File: config.mk
export PLATFORM = sky130hd
export DESIGN_NAME = life_run_ctrl
export DESIGN_NICKNAME = d
export VERILOG_FILES = /design/src/rtl/life_pkg.sv /design/src/rtl/life_tick_gen.sv /design/src/rtl/life_run_ctrl.sv
export SDC_FILE = /design/constraint.sdc
export NUM_CORES = 1
export LEC_CHECK = 0
export BUFFER_PORTS_ARGS = -buffer_cell sky130_fd_sc_hd__buf_2
export CORE_MARGIN = 2
export CORE_UTILIZATION = 55
export CTS_CLUSTER_DIAMETER = 80
export DETAILED_ROUTE_END_ITERATION = 6
export GPL_TIMING_DRIVEN = 0
export PLACE_DENSITY_LB_ADDON = 0.08
export SYNTH_ARGS = -nofsm -noshare
export SYNTH_HDL_FRONTEND = slang
export SYNTH_HIERARCHICAL = 1
export SYNTH_SLANG_ARGS = --single-unit
File: constraint.sdc
create_clock -name clk -period 5.4 [get_ports clk]
set_clock_uncertainty 0.15 [all_clocks]
set_input_delay 0.81 -clock clk [delete_from_list [all_inputs] [get_ports clk]]
set_output_delay 0.81 -clock clk [all_outputs]
set_load 0.005 [all_outputs]
File: src/rtl/life_pkg.sv
// Shared types and constants for the 8x8 Game-of-Life run controller.
package life_pkg;
    localparam int GRID_W = 64;

    typedef enum logic [1:0] {
        IDLE  = 2'd0,
        PAUSE = 2'd1,
        RUN   = 2'd2,
        HALT  = 2'd3
    } ctrl_state_t;

    typedef enum logic [1:0] {
        NONE    = 2'd0,
        EXTINCT = 2'd1,
        STILL   = 2'd2,
        OSC2    = 2'd3
    } halt_cause_t;
endpackage

File: src/rtl/life_tick_gen.sv
// Generation-rate divider: counts 0..TICK_DIV-1 while enabled and flags the terminal count.
module life_tick_gen #(
    parameter int TICK_DIV = 25_000_000
) (
    input  logic clk,
    input  logic reset,
    input  logic clear,
    input  logic enable,
    output logic tick
);
    localparam int CNT_W = (TICK_DIV > 1) ? $clog2(TICK_DIV) : 1;
    localparam logic [CNT_W-1:0] LAST = CNT_W'(TICK_DIV - 1);

    logic [CNT_W-1:0] count_reg;

    always_ff @(posedge clk or posedge reset) begin
        if (reset) begin
            count_reg <= '0;
        end else if (clear) begin
            count_reg <= '0;
        end else if (enable) begin
            count_reg <= (count_reg == LAST) ? '0 : count_reg + 1'b1;
        end
    end

    // A clear on the terminal cycle (pause/load) suppresses that commit.
    assign tick = enable && !clear && (count_reg == LAST);
endmodule

File: src/rtl/life_run_ctrl.sv
// Run controller: holds the current generation, sequences load/run/pause/step,
// counts generations and halts on extinction, still life, period-2 or a limit.
module life_run_ctrl
    import life_pkg::*;
#(
    parameter int               TICK_DIV = 25_000_000,
    parameter int               GEN_W    = 16,
    parameter logic [GEN_W-1:0] MAX_GEN  = GEN_W'(1000)
) (
    input  logic              clk,
    input  logic              reset,
    input  logic              cmd_load,
    input  logic              cmd_run,
    input  logic              cmd_pause,
    input  logic              cmd_step,
    input  logic [GRID_W-1:0] seed,
    input  logic [GRID_W-1:0] next_grid,
    output logic [GRID_W-1:0] cur_grid,
    output logic [GEN_W-1:0]  gen_count,
    output logic              evolve,
    output logic              running,
    output logic              halted,
    output logic [1:0]        halt_cause
);
    ctrl_state_t       state_reg;
    ctrl_state_t       state_next;
    halt_cause_t       halt_cause_reg;
    halt_cause_t       cause_next;
    logic [GRID_W-1:0] prev_grid_reg;
    logic              prev_valid_reg;

    logic              tick;
    logic              tick_clear;
    logic              pause_go;
    logic              step_go;
    logic              run_go;
    logic              commit;
    logic              halt_hit;
    logic [GEN_W:0]    gen_plus1;
    logic [GEN_W-1:0]  gen_sat_next;

    assign tick_clear = (state_reg != RUN) || cmd_load || cmd_pause;

    life_tick_gen #(.TICK_DIV(TICK_DIV)) u_tick (
        .clk    (clk),
        .reset  (reset),
        .clear  (tick_clear),
        .enable (state_reg == RUN),
        .tick   (tick)
    );

    // Priority load > pause > step > run; only the winning command is considered.
    always_comb begin
        pause_go   = !cmd_load && cmd_pause && (state_reg == RUN);
        step_go    = !cmd_load && !cmd_pause && cmd_step && (state_reg == PAUSE);
        run_go     = !cmd_load && !cmd_pause && !cmd_step && cmd_run && (state_reg == PAUSE);
        commit     = step_go || (!cmd_load && !cmd_pause && (state_reg == RUN) && tick);

        gen_plus1    = {1'b0, gen_count} + 1'b1;
        gen_sat_next = (&gen_count) ? gen_count : gen_plus1[GEN_W-1:0];

        halt_hit   = 1'b1;
        cause_next = NONE;
        if (next_grid == '0) begin
            cause_next = EXTINCT;
        end else if (next_grid == cur_grid) begin
            cause_next = STILL;
        end else if (prev_valid_reg && (next_grid == prev_grid_reg)) begin
            cause_next = OSC2;
        end else if ((MAX_GEN != '0) && (gen_plus1 == {1'b0, MAX_GEN})) begin
            cause_next = NONE;
        end else begin
            halt_hit = 1'b0;
        end

        state_next = state_reg;
        if (cmd_load) begin
            state_next = PAUSE;
        end else if (pause_go) begin
            state_next = PAUSE;
        end else if (run_go) begin
            state_next = RUN;
        end else if (commit && halt_hit) begin
            state_next = HALT;
        end
    end

    always_ff @(posedge clk or posedge reset) begin
        if (reset) begin
            state_reg      <= IDLE;
            cur_grid       <= '0;
            prev_grid_reg  <= '0;
            prev_valid_reg <= 1'b0;
            gen_count      <= '0;
            halt_cause_reg <= NONE;
            evolve         <= 1'b0;
            running        <= 1'b0;
            halted         <= 1'b0;
        end else begin
            state_reg <= state_next;
            running   <= (state_next == RUN);
            halted    <= (state_next == HALT);
            evolve    <= commit;
            if (cmd_load) begin
                cur_grid       <= seed;
                gen_count      <= '0;
                prev_valid_reg <= 1'b0;
                halt_cause_reg <= NONE;
            end else if (commit) begin
                prev_grid_reg  <= cur_grid;
                cur_grid       <= next_grid;
                prev_valid_reg <= 1'b1;
                gen_count      <= gen_sat_next;
                if (halt_hit) begin
                    halt_cause_reg <= cause_next;
                end
            end
        end
    end

    assign halt_cause = halt_cause_reg;
endmodule

==> results of run 1 <==
synthesized netlist by cell type, drive strengths merged (3+ instances only):
| cell type | instances | area (um^2) |
|---|---|---|
| nand4 | 32 | 206.5 |
| a41oi | 3 | 26.28 |
| xor2 | 72 | 630.6 |
| nand2b | 10 | 62.56 |
| and2 | 5 | 32.53 |
| o31ai | 3 | 36.28 |
| nand4b | 3 | 26.28 |
| dfrtp | 177 | 4429 |
| buf | 28 | 166.4 |
| xnor2 | 55 | 481.7 |
| a22oi | 66 | 495.5 |
| clkbuf | 19 | 71.32 |
| and3 | 6 | 37.54 |
| nor2b | 6 | 37.54 |
| nor3 | 7 | 45.04 |
| nor2 | 31 | 123.9 |
| inv | 22 | 82.58 |
| o22ai | 4 | 31.28 |
| nor4 | 47 | 345.3 |
| a31oi | 13 | 111.4 |
| nand2 | 354 | 1336 |
| a21oi | 22 | 113.9 |
| or2b | 3 | 23.77 |
| mux2i | 3 | 30.03 |
| nand3 | 20 | 117.6 |
| o21ai | 21 | 108.9 |
layout make-up:
type	count	area [um^2]	area share
antenna	1	2.502	0.0002164
sequential	177	4429	0.3831
clock inverter	10	77.57	0.006709
tap	225	281.5	0.02435
multi-input combinational	827	4843	0.4189
timing repair buffer	219	1119	0.09674
inverter	22	87.58	0.007575
buffer	47	237.7	0.02056
clock buffer	22	484.2	0.04188
final timing paths:
check | startpoint | cells past startpoint | end | slack, ps
hold / removal | prev_grid_reg[57] | 2 | prev_grid_reg[57] | 350
min in group asynchronous | reset | 2 | cur_grid[13] | 360
max in group asynchronous | reset | 3 | prev_grid_reg[38] | 3910
setup reg to reg | u_tick/count_reg[7] | 12 | cur_grid[6] | 2170
hold reg to reg | prev_grid_reg[57] | 2 | prev_grid_reg[57] | 350
setup / recovery | u_tick/count_reg[7] | 12 | cur_grid[6] | 2170
through the flow:
| step | setup WS, ps | std cells | hold slack [ps] | util | setup TNS, ps |
|---|---|---|---|---|---|
| after floorplan | 346.9 | 1073 | 301.5 | - | 0 |
| after global placement | -1544 | 1516 | 325.5 | 0.6384 | -233140 |
| after detailed placement | 1976 | 1517 | 333.3 | 0.6403 | 0 |
| after CTS | 2217 | 1549 | 349.0 | 0.6730 | 0 |
| after global routing | 1989 | 1549 | 364.3 | 0.6730 | 0 |
| final | 2174 | 1550 | 348.5 | 0.6732 | 0 |
layer usage:
| layer | global-route usage | part of all wire | up-vias |
|---|---|---|---|
| met4 | 0.1076 | 0.020 | 0 |
| li1 | - | - | 4186 |
| met5 | 0 | 0 | - |
| met2 | 0.4958 | 0.45 | 425 |
| met1 | 0.4914 | 0.44 | 4428 |
| met3 | 0.05928 | 0.086 | 48 |
tightest hold or removal path: cells and delay by family, from the launching register on:
family | cells | cell delay, ps
DFF | 1 | 360
and+or+nand+nor | 2 | 110
logic make-up (layout without fill, tap and decap cells):
family,Yosys count,in the layout,share of synthesized area
buf+inv,69,320,0.03339
other cells,0,1,0
fa+ha+maj,2,2,0.002608
simple gates,539,539,0.2635
xor+xnor,127,127,0.1160
flops,177,177,0.4617
compound gates,156,156,0.1197
mux,3,3,0.003130
power by group:
part / internal (mW) / total (mW) / switching, mW
Combinational: 0.294 / 0.693 / 0.399
Clock: 0.643 / 1.20 / 0.557
Sequential: 1.50 / 1.67 / 0.173
Total: 2.44 / 3.57 / 1.13
==> flow_summary.toml, run 1 <==
[timing]
worst_slew_pin_slew_ps = 947.6
slew_violations = 0
max_freq_ghz = 0.3100
fin_crit_sh = 0.5974
min_period_ps = 3226
hold_violations = 0
rsz0062_at_grt = "false"
setup_viol = 0
maxSlewHeadroom = 0.3675

[worst_setup_path]
start_kind = "register"
arrival_ps = 3450
cp.buffers_inverters = 4
crit_fanout = 10
cp_slowest_cell = "or4_4"
crit_chain = "or4_4, nor4_4, nand2_1, nor2_1, a22oi_1, nand2b_1, buf_4, inv_1, buf_2, buf_2, a22oi_1, nand2_1"
cp_data_required_time_ps = 5630
max_stage_delay_ps = 560
cp-end-kind = "register"
critPathTopFamily = "simple AND/OR/NAND/NOR gates"
critPathKind = "reg2reg"

[layout]
final_common_cell = "nand2_1"
layout.nets = 1447
fill_cells = 1503
final_cell_mix = "353 x nand2_1, 237 x buf_2, 177 x dfrtp_1"
fin_area_mm2 = 0.01156
area_growth_pct = 20.53
drive_above_1_share = 0.2334

[floorplan]
core_area_mm2 = 0.01718
start_util = 0.5585
dieArea_mm2 = 0.01851
row_count = 48
fp.dieH_um = 136.1
die_w_um = 136.1
ios = 219

[grt]
grt_pass1_wl_mm = 46.82
grt-ovfl-total = 0
grt_pass1_vias = 8468
grt_max_degree = 85
antenna_found_initial = 1
grt_usage = 0.3323

[logic_synthesis]
syn_area_mm2 = 0.009593
synth_ff_type = "dfrtp_1"
ys_types = 78
ys_seq_elements = 177
yosysWarnings = 6
syn_avg_cell_area_um2 = 8.940
synth-edff-count = 0
seq_area_frac_synth = 0.4617
syn-num-nets = 1209
synthCells = 1073
synthArstFlopShare = 1.000

[clocking]
cts_tree = "yes"
clockBufferDepth = 2
cts_resized = 0
clk_pin_slew_ps = 70
cts_sinks = 177
h-tree-depth = 4
cts_root_buffer = "clkbuf_16"
cts_buffers = 17
cts_hold_buf = 0
clk_latency_ps = 440
post_cts_buffers = 0

[detailed_routing]
dr_total_vias = 9087
antenna_left = 0
dr.pass1.iters = 5
dr.first_iter.drc_count = 795
wl_per_cell_um = 19.54
drc = 0
routed_wl_mm = 30.28
viasPerCell = 5.863

[place]
placed_area_mm2 = 0.01100
place_congestion = 0.9451
dp_hpwl_mm = 22.75
portBuffers = 218

[run]
cap_violations = 0

[power_and_ir_drop]
power.density_mw_per_mm2 = 308.6
p_total_mw = 3.568
leakage_nw = 5.629
ir_drop_v = 0.0002487

[outcome]
outcome = "completed"

[hold_path]
hold_path_class = "reg2reg"
(Power assumes the default switching activity.)
==> run 2: changes to the inputs <==
--- a/config.mk
+++ b/config.mk
@@ -5,6 +5,7 @@
 export SDC_FILE = /design/constraint.sdc
 export NUM_CORES = 1
 export LEC_CHECK = 0
+export ABC_AREA = 1
 export BUFFER_PORTS_ARGS = -buffer_cell sky130_fd_sc_hd__buf_2
 export CORE_MARGIN = 2
 export CORE_UTILIZATION = 55
==> constraint.sdc (replaced) <==
create_clock -name clk -period 3.1 [get_ports clk]
set_clock_uncertainty 0.15 [all_clocks]
set_input_delay 0.465 -clock clk [delete_from_list [all_inputs] [get_ports clk]]
set_output_delay 0.465 -clock clk [all_outputs]
set_load 0.005 [all_outputs]
==> flow_summary.toml, run 2 <==
[outcome]
outcome = "finished, violations left"
violations = "design-rule violations"

[logic_synthesis]
synthCells = 1416
yosysWarnings = 6
syn-num-nets = 1552
yosys.area_share.simple = 0.2856
syn_avg_cell_area_um2 = 7.195
yosysTopAreaCellShare = 0.4347
ys_top_cells_by_count = "466 x nand2_1, 196 x inv_1, 177 x dfrtp_1, 127 x o21ai_0, 123 x nor2_1"
synthXorXnorAreaFrac = 0.05158
synth.most_common_cell = "nand2_1"
ys_seq_elements = 177
synth_top_family_by_area = "simple AND/OR/NAND/NOR gates"
muxShareOfSynthArea = 0
synth_ff_type = "dfrtp_1"
synthArstFlopShare = 1.000
synth-edff-count = 0
synth_adder_area_share = 0.002456
synth.top_cells.by_area = "dfrtp_1 43%, nand2_1 17%, inv_1 7.2%"
syn_area_mm2 = 0.01019
ys_types = 36
yosysTopAreaCell = "dfrtp_1"
synth_compound_area_frac = 0.1329
seq_area_frac_synth = 0.4347

[timing]
worst_slew_pin_slew_ps = 979.2
max_freq_ghz = 0.3543
min_period_ps = 2823
setup_viol = 0
slew_violations = 0
maxSlewHeadroom = 0.3465
hold_violations = 0
rsz0062_at_grt = "false"
fin_crit_sh = 0.9105

[detailed_routing]
drc = 22
antenna_left = 0
dr_total_vias = 10110
dr.first_iter.drc_count = 792
wl_per_cell_um = 15.74
viasPerCell = 5.314
dr.pass1.iters = 7
routed_wl_mm = 29.94

[worst_setup_path]
start_kind = "register"
crit_fanout = 10
critPathKind = "reg2reg"
cp_data_required_time_ps = 3240
max_stage_delay_ps = 390
cp-end-kind = "register"
crit_chain = "ha_1, nand3_2, nor2_2, inv_1, nor2_1, nand2_1, nor2_1, nand3_1, nand2_4, nor2_1, buf_2, buf_2, a22oi_1, o21ai_0"
arrival_ps = 2960
r2r.worst_path.cells = 14
reg2reg_to = "cur_grid[17]"
cp_slowest_cell = "dfrtp_1"
ff2ff_setup_slack_ps = 280
path_common_cell = "nor2_1"
worstReg2RegStart = "u_tick/count_reg[0]"

[clocking]
cts_hold_buf = 0
cts_sinks = 177
cts_buffers = 17
clk_pin_slew_ps = 70
post_cts_buffers = 0
cts_resized = 0
clk_latency_ps = 440
h-tree-depth = 4
cts_root_buffer = "clkbuf_16"
clockBufferDepth = 2
cts_tree = "yes"

[power_and_ir_drop]
power.density_mw_per_mm2 = 497.2
internal-power_mw = 4.225
netSwitchingFraction = 0.3056
ir_drop_v = 0.0003932
clkPwrFrac = 0.350
p_sw_mw = 1.860
comb_power_share = 0.188
p_total_mw = 6.084
p_seq_frac = 0.462
leakage_nw = 6.276

[grt]
grt-ovfl-total = 0
grt_max_degree = 41
grt_pass1_vias = 9554
antenna_found_initial = 5
grt_usage = 0.3129
grt_pass1_wl_mm = 48.63

[floorplan]
ios = 219
start_util = 0.5633
core_area_mm2 = 0.01809
row_count = 49
dieArea_mm2 = 0.01963
fp.dieH_um = 140.1
die_w_um = 140.1

[layout]
final_cell_mix = "466 x nand2_1, 228 x buf_2, 195 x inv_1"
multi_input_area_mm2 = 0.004820
final_common_cell = "nand2_1"
seqCellArea_mm2 = 0.004429
layout.nets = 1792
final_core_util = 0.6766
drive_above_1_share = 0.1815
area_growth_pct = 20.10
fill_cells = 1584
fin_area_mm2 = 0.01224

[place]
portBuffers = 217
dp_hpwl_mm = 22.42
place_congestion = 0.8960
placed_area_mm2 = 0.01164

[run]
cap_violations = 0

[hold_path]
hold_path_class = "in2async"
==> run 2: power by group through the flow <==
stage	registers (mW)	logic, mW	clock network, mW
global route	2.84	1.31	2.25
CTS	2.80	1.14	2.16
finish	2.81	1.14	2.13
global placement	2.84	1.10	0
detailed placement	2.84	1.14	0
floorplan	2.81	0.698	0
==> run 2: metrics by stage <==
stage	std cells	hold WS [ps]	setup WS, ps	setup TNS [ps]
finish	1903	75.42	277.4	0
detailed placement	1866	333.4	163.8	0
floorplan	1416	310.5	568.1	0
global placement	1862	325.0	-534.9	-79800
CTS	1898	73.33	203.8	0
global route	1899	93.02	86.90	0
==> run 2: worst max path at each step <==
stage,from,to,slack [ps],cells past startpoint
5_1_grt,u_tick/count_reg[0],cur_grid[2],90,14
4_1_cts,u_tick/count_reg[0],cur_grid[17],200,14
6_report,u_tick/count_reg[0],cur_grid[17],280,14
3_3_place_gp,reset,cur_grid[30],-530,2
3_5_place_dp,cmd_load,cur_grid[2],160,13
2_1_floorplan,reset,cur_grid[0],570,1
==> run 2: final cells by class <==
cell class                      instances  share of cell area
Sequential cell                       177              0.3620
Antenna cell                            5            0.001022
Tap cell                              229             0.02342
Timing Repair Buffer                  221             0.09530
Inverter                              202             0.06227
Clock inverter                         10            0.008180
Multi-Input combinational cell        996              0.3939
Buffer                                 41             0.01524
Clock buffer                           22             0.03875
==> run 2: cells by family after synthesis <==
logic type               Yosys count
AO/OA/AOI/OAI                    229
XOR/XNOR                          60
adder cells (fa/ha/maj)            2
buffers and inverters            243
flip-flops                       177
AND/OR/NAND/NOR                  705
==> run 2: per-layer routing <==
| layer | up-vias | global-route usage | wire length [um] |
|---|---|---|---|
| met3 | 40 | 0.06188 | 2068 |
| li1 | 4980 | - | - |
| met1 | 4769 | 0.4273 | 12950 |
| met2 | 322 | 0.5095 | 14310 |
| met5 | - | 0 | 14 |
| met4 | 2 | 0.09463 | 602 |
==> run 2: critical path, delay by kind of cell, from the launching register on <==
family,cells,cell delay [ps]
adders and majority gates,1,220
buffers and inverters,3,510
AOI/OAI and AO/OA,2,370
and+or+nand+nor,8,1040
DFF,1,390
==> run 3: changes to the inputs <==
--- a/config.mk
+++ b/config.mk
@@ -12,8 +12,7 @@
 export CTS_CLUSTER_DIAMETER = 80
 export DETAILED_ROUTE_END_ITERATION = 6
 export GPL_TIMING_DRIVEN = 0
-export PLACE_DENSITY_LB_ADDON = 0.08
+export PLACE_DENSITY_LB_ADDON = 0.1
 export SYNTH_ARGS = -nofsm -noshare
 export SYNTH_HDL_FRONTEND = slang
-export SYNTH_HIERARCHICAL = 1
 export SYNTH_SLANG_ARGS = --single-unit
==> flow_summary.toml, run 3 <==
[outcome]
outcome = "finished, violations left"
violations = "negative hold slack"

[floorplan]
ios = 219
row_count = 49
dieArea_mm2 = 0.01947
fp.dieH_um = 139.6
start_util = 0.5607
die_w_um = 139.6
core_area_mm2 = 0.01802

[logic_synthesis]
synth_top_family_by_area = "simple AND/OR/NAND/NOR gates"
synthArstFlopShare = 1.000
synth.top_cells.by_area = "dfrtp_1 44%, nand2_1 18%, inv_1 7.7%"
yosysTopAreaCellShare = 0.4383
syn_area_mm2 = 0.01011
synth_ff_type = "dfrtp_1"
ys_types = 36
synth_adder_area_share = 0.002476
yosys.area_share.simple = 0.3082
syn_avg_cell_area_um2 = 7.137
seq_area_frac_synth = 0.4383
synth.most_common_cell = "nand2_1"
synthCells = 1416
yosysWarnings = 0
ys_seq_elements = 177
synth_compound_area_frac = 0.1142
syn-num-nets = 1552
synth-edff-count = 0
muxShareOfSynthArea = 0
ys_top_cells_by_count = "488 x nand2_1, 206 x inv_1, 177 x dfrtp_1, 133 x nor2_1, 74 x o21ai_0"
synthXorXnorAreaFrac = 0.03813
yosysTopAreaCell = "dfrtp_1"

[power_and_ir_drop]
p_total_mw = 6.283
leakage_nw = 6.206
power.density_mw_per_mm2 = 515.3
ir_drop_v = 0.0004276

[worst_setup_path]
cp-end-kind = "register"
cp_data_required_time_ps = 3260
critPathKind = "reg2reg"
max_stage_delay_ps = 420
crit_fanout = 6
start_kind = "register"
arrival_ps = 2570
crit_chain = "ha_1, nand3_2, nor2_2, inv_2, nand2_2, nand2_2, nor2_2, nand3_1, nor3_2, o21bai_2, o21ai_0, nor2_1"
cp_slowest_cell = "dfrtp_1"

[layout]
fin_area_mm2 = 0.01219
layout.nets = 1793
final_cell_mix = "488 x nand2_1, 233 x buf_2, 205 x inv_1"
final_core_util = 0.6765
final_common_cell = "nand2_1"
area_growth_pct = 20.65
drive_above_1_share = 0.1826

[clocking]
clk_latency_ps = 430
cts_root_buffer = "clkbuf_16"
cts_buffers = 17
cts_sinks = 177
h-tree-depth = 4
clockBufferDepth = 2
cts_hold_buf = 0
cts_tree = "yes"
post_cts_buffers = 0
clk_pin_slew_ps = 70
cts_resized = 0

[detailed_routing]
wl_per_cell_um = 15.81
dr_total_vias = 10210
dr.first_iter.drc_count = 868
dr.pass1.iters = 5
viasPerCell = 5.374
drc = 0
routed_wl_mm = 30.03
antenna_left = 0

[timing]
min_period_ps = 2412
maxSlewHeadroom = 0.5324
max_freq_ghz = 0.4146
hold_violations = 28
worst_slew_pin_slew_ps = 699.9
slew_violations = 0
setup_viol = 0
hold_ws_ps = -9.655
finalSetupTns_ps = 0
fin_crit_sh = 0.7781
rsz0062_at_grt = "false"

[grt]
grt_pass1_wl_mm = 48.00
antenna_found_initial = 2
grt_pass1_vias = 9498
grt_max_degree = 42
grt-ovfl-total = 0
grt_usage = 0.3072

[place]
place_congestion = 0.8992
portBuffers = 218
placed_area_mm2 = 0.01157
dp_hpwl_mm = 22.49

[run]
cap_violations = 0

[hold_path]
hold_path_class = "in2async"
[run 3: cell types whose count changed after synthesis, moves of 9 or more]
cell / before / now
o21ai_0: 127 / 74
o211ai_1: 2 / 30
clkbuf_1: 26 / 17
inv_1: 196 / 206
nand2_1: 466 / 488
o21ai_1: 8 / 19
a22oi_1: 54 / 0
nor4_1: 6 / 16
nor2_1: 123 / 133
xor2_1: 46 / 37
o221ai_1: 8 / 33
[run 3: routing by layer]
layer,GRT usage,share of wire,vias to the layer above
li1,-,-,4987
met1,0.4532,0.44,4723
met2,0.4647,0.45,445
met3,0.05471,0.089,54
met4,0.09579,0.023,2
met5,0,0.00043,-
[run 3: logic make-up after synthesis]
logic type / after synthesis
xor+xnor: 44
flops: 177
compound gates: 186
buf+inv: 252
simple gates: 755
fa+ha+maj: 2
[run 3: metrics by stage]
stage / cells / worst slack (ps)
2_1_floorplan: 1416 / 218.4
3_3_place_gp: 1863 / -967.5
3_5_place_dp: 1867 / 558.4
4_1_cts: 1899 / 675.4
5_1_grt: 1900 / 413.6
6_report: 1900 / 688.0
[run 3: final timing paths]
kind	startpoint	end	slack, ps	cells past startpoint
min in group clk	seed[61]	cur_grid[61]	90	3
worst max register to register	gen_count[0]	halt_cause[0]	690	12
worst max-delay path	gen_count[0]	halt_cause[0]	690	12
max in group asynchronous	reset	cur_grid[26]	1890	4
worst min-delay path	reset	gen_count[9]	-10	2
worst min register to register	u_tick.count_reg[0]	u_tick.count_reg[0]	310	1
[run 3: critical path, delay by kind of cell (launching register included)]
family,cells,cell delay (ps)
AO/OA/AOI/OAI,2,410
AND/OR/NAND/NOR,8,1010
buffers and inverters,1,60
adder cells (fa/ha/maj),1,230
flip-flops,1,420
[run 3: area by class of cell]
class | count | area [um^2]
clock buffers | 21 | 470.5
flip-flops and latches | 177 | 4429
well taps | 229 | 286.5
inverters | 210 | 792.0
fillers | 1610 | 5832
diodes | 1 | 2.502
clock inverters | 11 | 152.6
plain buffers | 42 | 210.2
repair buffers | 222 | 1171
multi-input cells | 987 | 4678
[run 3: where the power goes]
part | internal [mW] | switching (mW)
Clock | 1.34 | 0.949
Combinational | 0.473 | 0.707
Sequential | 2.59 | 0.225
